<file path="src/rtl/pwm_pkg.sv">
// Shared types and default constants for the PWM duty controller.
// Holds the sweep-state enum and the default period/duty limits.
package pwm_pkg;

   typedef enum logic [1:0] {
      IDLE,
      UP,
      DOWN,
      RESTORE
   } sweep_st_t;

   localparam int PERIOD   = 10;
   localparam int DUTY_RST = 5;
   localparam int DUTY_MIN = 1;
   localparam int DUTY_MAX = 9;

endpackage

</file>
<file path="src/rtl/btn_cond.sv">
// Button conditioner: 2-FF synchroniser, optional debouncer, rise pulse.
// Ports: clk, rst_n, btn (raw async), rise (1-cycle pulse). Macro PWM_DEBOUNCE_EN.
module btn_cond #(
   parameter int DEB_CYCLES = 4
) (
   input  logic clk,
   input  logic rst_n,
   input  logic btn,
   output logic rise
);

   logic s1;
   logic s2;
   logic lvl;
   logic lvl_d;

   always_ff @(posedge clk or negedge rst_n) begin
      if (!rst_n) begin
         s1 <= 1'b0;
         s2 <= 1'b0;
      end else begin
         s1 <= btn;
         s2 <= s1;
      end
   end

`ifdef PWM_DEBOUNCE_EN
   localparam int CW = $clog2(DEB_CYCLES + 1);

   logic [CW-1:0] cnt;
   logic          deb;

   // Count cycles the synced level differs from the accepted level;
   // falling back to the accepted level restarts the count.
   always_ff @(posedge clk or negedge rst_n) begin
      if (!rst_n) begin
         cnt <= '0;
         deb <= 1'b0;
      end else if (s2 == deb) begin
         cnt <= '0;
      end else if (cnt == CW'(DEB_CYCLES - 1)) begin
         cnt <= '0;
         deb <= s2;
      end else begin
         cnt <= cnt + 1'b1;
      end
   end

   assign lvl = deb;
`else
   assign lvl = s2;
`endif

   always_ff @(posedge clk or negedge rst_n) begin
      if (!rst_n) begin
         lvl_d <= 1'b0;
         rise  <= 1'b0;
      end else begin
         lvl_d <= lvl;
         rise  <= lvl & ~lvl_d;
      end
   end

endmodule

</file>
<file path="src/rtl/pwm_duty_sched.sv">
// Duty-cycle scheduler: button requests and auto sweep, applied at wraps.
// Ports: clk, rst_n, ena, inc_btn, dec_btn, sweep_req, period_wrap -> duty, duty_load, busy.
// Optional debounce via macro PWM_DEBOUNCE_EN.
module pwm_duty_sched
   import pwm_pkg::*;
#(
   parameter int PERIOD     = pwm_pkg::PERIOD,
   parameter int DUTY_W     = 4,
   parameter int DUTY_RST   = pwm_pkg::DUTY_RST,
   parameter int DUTY_MIN   = pwm_pkg::DUTY_MIN,
   parameter int DUTY_MAX   = pwm_pkg::DUTY_MAX,
   parameter int DEB_CYCLES = 4
) (
   input  logic              clk,
   input  logic              rst_n,
   input  logic              ena,
   input  logic              inc_btn,
   input  logic              dec_btn,
   input  logic              sweep_req,
   input  logic              period_wrap,
   output logic [DUTY_W-1:0] duty,
   output logic              duty_load,
   output logic              busy
);

   localparam logic [DUTY_W-1:0] D_RST = DUTY_W'(DUTY_RST);
   localparam logic [DUTY_W-1:0] D_MIN = DUTY_W'(DUTY_MIN);
   localparam logic [DUTY_W-1:0] D_MAX = DUTY_W'(DUTY_MAX);

   sweep_st_t         st;
   sweep_st_t         st_nxt;
   logic [DUTY_W-1:0] duty_nxt;
   logic              inc_rise;
   logic              dec_rise;
   logic              inc_e;
   logic              dec_e;
   logic              sw_e;
   logic              abort;
   logic              pend_inc;
   logic              pend_dec;

   btn_cond #(.DEB_CYCLES(DEB_CYCLES)) u_inc (
      .clk  (clk),
      .rst_n(rst_n),
      .btn  (inc_btn),
      .rise (inc_rise)
   );

   btn_cond #(.DEB_CYCLES(DEB_CYCLES)) u_dec (
      .clk  (clk),
      .rst_n(rst_n),
      .btn  (dec_btn),
      .rise (dec_rise)
   );

   assign inc_e = inc_rise & ena;
   assign dec_e = dec_rise & ena;
   assign sw_e  = sweep_req & ena;
   assign abort = inc_e | dec_e;
   assign busy  = (st != IDLE);

   always_comb begin
      st_nxt   = st;
      duty_nxt = duty;
      unique case (st)
         IDLE: begin
            if (period_wrap) begin
               if (pend_inc && !pend_dec && duty < D_MAX)
                  duty_nxt = duty + 1'b1;
               else if (pend_dec && !pend_inc && duty > D_MIN)
                  duty_nxt = duty - 1'b1;
            end
            // a button edge in the same cycle suppresses the sweep
            if (sw_e && !abort)
               st_nxt = UP;
         end
         UP: begin
            if (abort) begin
               st_nxt = IDLE;
            end else if (period_wrap) begin
               if (duty >= D_MAX) begin
                  st_nxt = DOWN;
               end else begin
                  duty_nxt = duty + 1'b1;
                  if (duty + 1'b1 == D_MAX)
                     st_nxt = DOWN;
               end
            end
         end
         DOWN: begin
            if (abort) begin
               st_nxt = IDLE;
            end else if (period_wrap) begin
               if (duty <= D_MIN) begin
                  st_nxt = RESTORE;
               end else begin
                  duty_nxt = duty - 1'b1;
                  if (duty - 1'b1 == D_MIN)
                     st_nxt = RESTORE;
               end
            end
         end
         RESTORE: begin
            if (abort) begin
               st_nxt = IDLE;
            end else if (period_wrap) begin
               duty_nxt = D_RST;
               st_nxt   = IDLE;
            end
         end
         default: st_nxt = IDLE;
      endcase
   end

   // An edge seen on the wrap itself survives the clear and waits
   // for the following wrap.
   always_ff @(posedge clk or negedge rst_n) begin
      if (!rst_n) begin
         st        <= IDLE;
         duty      <= D_RST;
         duty_load <= 1'b0;
         pend_inc  <= 1'b0;
         pend_dec  <= 1'b0;
      end else if (ena) begin
         st        <= st_nxt;
         duty      <= duty_nxt;
         duty_load <= (duty_nxt != duty);
         pend_inc  <= period_wrap ? inc_e : (pend_inc | inc_e);
         pend_dec  <= period_wrap ? dec_e : (pend_dec | dec_e);
      end else begin
         duty_load <= 1'b0;
      end
   end

endmodule
</file>
<file path="config.mk">
export PLATFORM = sky130hd
export DESIGN_NAME = pwm_duty_sched
export DESIGN_NICKNAME = d
export VERILOG_FILES = /design/src/rtl/pwm_pkg.sv /design/src/rtl/btn_cond.sv /design/src/rtl/pwm_duty_sched.sv
export SDC_FILE = /design/constraint.sdc
export NUM_CORES = 1
export LEC_CHECK = 0
export BUFFER_PORTS_ARGS = -buffer_cell sky130_fd_sc_hd__buf_2
export CORE_ASPECT_RATIO = 0.7
export CORE_MARGIN = 8
export CORE_UTILIZATION = 54
export CTS_BUF_LIST = sky130_fd_sc_hd__clkbuf_4 sky130_fd_sc_hd__clkbuf_8
export DETAILED_ROUTE_END_ITERATION = 7
export PLACE_DENSITY_LB_ADDON = 0.05
export SETUP_SLACK_MARGIN = 0.3
export SLEW_MARGIN = 10
export SYNTH_ARGS = -nofsm -noshare
export SYNTH_HDL_FRONTEND = slang
export SYNTH_HIERARCHICAL = 1
export SYNTH_SLANG_ARGS = --single-unit
</file>
<file path="constraint.sdc">
create_clock -name clk -period 4.14 [get_ports clk]
set_input_delay 0.621 -clock clk [delete_from_list [all_inputs] [get_ports clk]]
set_output_delay 0.621 -clock clk [all_outputs]
set_load 0.01 [all_outputs]
</file>
==> results.md <==
* Outcome: complete, no violations
* Routability cong. at between 0.9 and 1
* Final WL at 3339 um
* Synth warn at 6
* Net count, final at roughly 170
* Pin count of the biggest net entering global routing at 19
* Hold buffers post-CTS at 0
* Vias/cell at roughly 6.4
* Net Count, Synth at 163
* Seq. cell area at approximately 430 um2
* Setup tns final at 0 ps
* Mapped Avg Cell Area at between 8 and 9 um2
* Fillers at 226
* Cells after DPL at 189
* 1st-iter DRT viols at 221
* Grt total ovfl at 0
* Final antenna-violating net count at 0
* Post-Route Skew at 1.454 ps
* Most frequent cells in the layout: a21oi_1, dfrtp_1, nor2_1, buf_2, inv_1
* ANT cells at 0
* Syn Inst Count at between 150 and 200
* Worst Path Arrival at 3070 ps
* Largest area contributor in the netlist: dfrtp_1
* Startpoint types: flop
* CP required at 4360 ps
* CTS resizes at 0
* Ys flop type: dfrtp_1
* Drt wl/cell at 17.30 um
* RSZ-0062 raised after global routing: no
* CTS sink count at 17
* Netlist cell types at 51
* Vias at 1226
* Max cap viols at 0
* Placed cell areas at 0.001365 mm2
* Min Tclk post-route at 2851 ps
* Synth Area in XOR/XNOR at roughly 1.3%
* Maximum vdd drop at 0.3632 mV
* PD cells at between 600 and 700 mW/mm2
* Die W at 74.73 um
* Die Ht at 57.11 um
* Clock transition time at the flip-flop clock pins of the worst setup and hold paths at approximately 100 ps
* DRC at 0
* Num CTS Buffers at 3
* Crit Path Max Fanout at 11
* Final setup viols at 0
* Post-CTS Repair Setup Buffers at 0
* Std-Cell Rows at 15
* Area of the multi-input gates at 793.3 um2
* Seq/Total Area, Yosys at approximately a third
* CTS Root Cell: clkbuf_4
* Layout cells sized above 1 at 16.98%
* FMAX at 350.8 MHz
* Yosys reg bits at 17
* Clock latency on the worst-skew pair at a little under 300 ps
* Top-level port count at 13
* Via count of the first global-routing pass at 1114
* Initial core utilization at a little over half
* H-tree level count at 1
* Crit path max-delay family: compound AO/OA/AOI/OAI gates
* DP HPWL at 2505 um
* Crit share post-route at 68.86%
* Final instance area at around 0.0014 mm2
* Crit path kind: reg -> reg
* Post-synthesis compound-gate area fraction at approximately a third
* Clk buf depth at 2
* Adder-Cell Fraction of Synth Area at 3.839%
* Leak at 0.0005730 uW
* Post-Syn Area at 0.001304 mm2
* Port bufs at 12
* Largest cells by area after synthesis: dfrtp_1, a21oi_1, dfstp_2, ha_1, nor2_1
* Die footprint at 0.004268 mm2
* Synth Area in Simple Gates at 21.69%
* CP cell instances: inv_1 > ha_1 > or3b_4 > a211oi_1 > mux2_2 > a22oi_1 > a31oi_1 > a21oi_1
* Post-synth ARST share at 100.0%
* Max-slew violation total from the final report at 0
* Share of the synthesized area in the top cell type at 28.79%
* Slowest cell on the critical path: dfrtp_1
* Critical path capture point type: flop
* Worst path bufs/invs at 1
* Mux contribution to synthesized area at less than 1%
* Overall Global Routing Usage at between 15 and 20%
* Largest family of logic cells by synthesized area: compound AO/OA/AOI/OAI gates
* First-pass GRT wire length at around 5600 um
* Slew HR at 52.09%
* DRT Pass-1 Iters at 5
* Post-Layout Cell Count at 193
* Worst Max-Slew Pin Slew at 709.7 ps
* CTS tree: yes
* Synthesis-to-finish area growth at 7.006%
* Hold Violations, Final at 0
* Total core area at ~0.0024 mm2
* EDFF count, synth at 0
* Hold/Removal Path Class: in -> async
* Initial antenna violation count at 0
* Crit-path max cell delay at about 500 ps
-- worst paths after layout --
| check | cells after the start | slack, ps | to | start |
|---|---|---|---|---|
| max | 8 | 1290 | duty_load | duty[1] |
| min reg2reg | 0 | 360 | u_dec/lvl | u_dec/s1 |
| max reg2reg | 8 | 1290 | duty_load | duty[1] |
| max in group asynchronous | 1 | 3600 | duty[0] | rst_n |
| min in group clk | 0 | 360 | u_dec/lvl | u_dec/s1 |
| min | 1 | 230 | pend_dec | rst_n |
-- per-layer routing --
layer | wire length (um) | part of all wire [%] | track usage, %
met2 | 1472 | 44 | 23.30
met4 | 23 | 0.69 | 3.611
met3 | 331 | 9.9 | 4.021
met1 | 1511 | 45 | 24.92
met5 | 0 | 0 | 0
-- worst reg2reg max path, cell delays in order (launching register included) --
cell and delay [ps]:
dfrtp_1 500, inv_1 170, ha_1 340, or3b_4 450, a211oi_1 440, mux2_2 380, a22oi_1 220, a31oi_1 110
a21oi_1 160
-- flip-flops by register name (all words and copies together) (netlist names) --
signal       flops
st               2
u_inc/lvl_d      1
duty             4
pend_inc         1
u_inc/s1         1
u_inc/rise       1
duty_load        1
u_inc/lvl        1
pend_dec         1
u_dec/lvl_d      1
u_dec/s1         1
u_dec/lvl        1
u_dec/rise       1
-- layout make-up --
type,instances,area share [%]
inverter,11,2.960
clock buffer,4,2.152
multi-input combinational,115,56.86
tap,34,3.049
timing repair buffer,12,4.305
sequential,17,30.67
-- report_power, final --
part / switching (uW) / internal, uW
sequential: 102 / 211
clock: 50.9 / 44.0
combinational: 282 / 215
total: 435 / 470
-- per-stage QoR --
step | hold WS (ps) | setup WS (ps) | total power [uW] | utilization [%]
5_1_grt | 255.9 | 1160 | 982.6 | 58.53
3_5_place_dp | 342.5 | 1356 | 804.2 | 57.27
6_report | 231.7 | 1289 | 904.7 | 58.53
4_1_cts | 246.1 | 1319 | 900.4 | 58.53
2_1_floorplan | 325.4 | 1511 | 683.8 | -
3_3_place_gp | 332.5 | 1424 | 805.5 | 57.27
-- logic make-up (layout without fill, tap and decap cells) --
kind of cell	count (synthesis)	in the layout
buffers and inverters	20	27
adder cells (fa/ha/maj)	4	4
multiplexers	1	1
AO/OA/AOI/OAI	60	60
XOR/XNOR	2	2
AND/OR/NAND/NOR	48	48
flip-flops	17	17
-- cell usage after synthesis (all sizes together), types with 2 or more instances --
cell type and number:
a21oi 15, dfrtp 15, nor2 13, inv 10, o21ai 10, clkbuf 8
nand2 7, a211o 4, a22o 4, ha 4, nand2b 4, a31oi 3
nand3 3, nand3b 3, nor3 3, o311ai 3, a211oi 2, a22oi 2
dfstp 2, nor2b 2, nor3b 2, o2111ai 2, o211ai 2, o21a 2
o31ai 2, or2 2, or3b 2
Note: power is estimated with default switching activity, not from simulation.
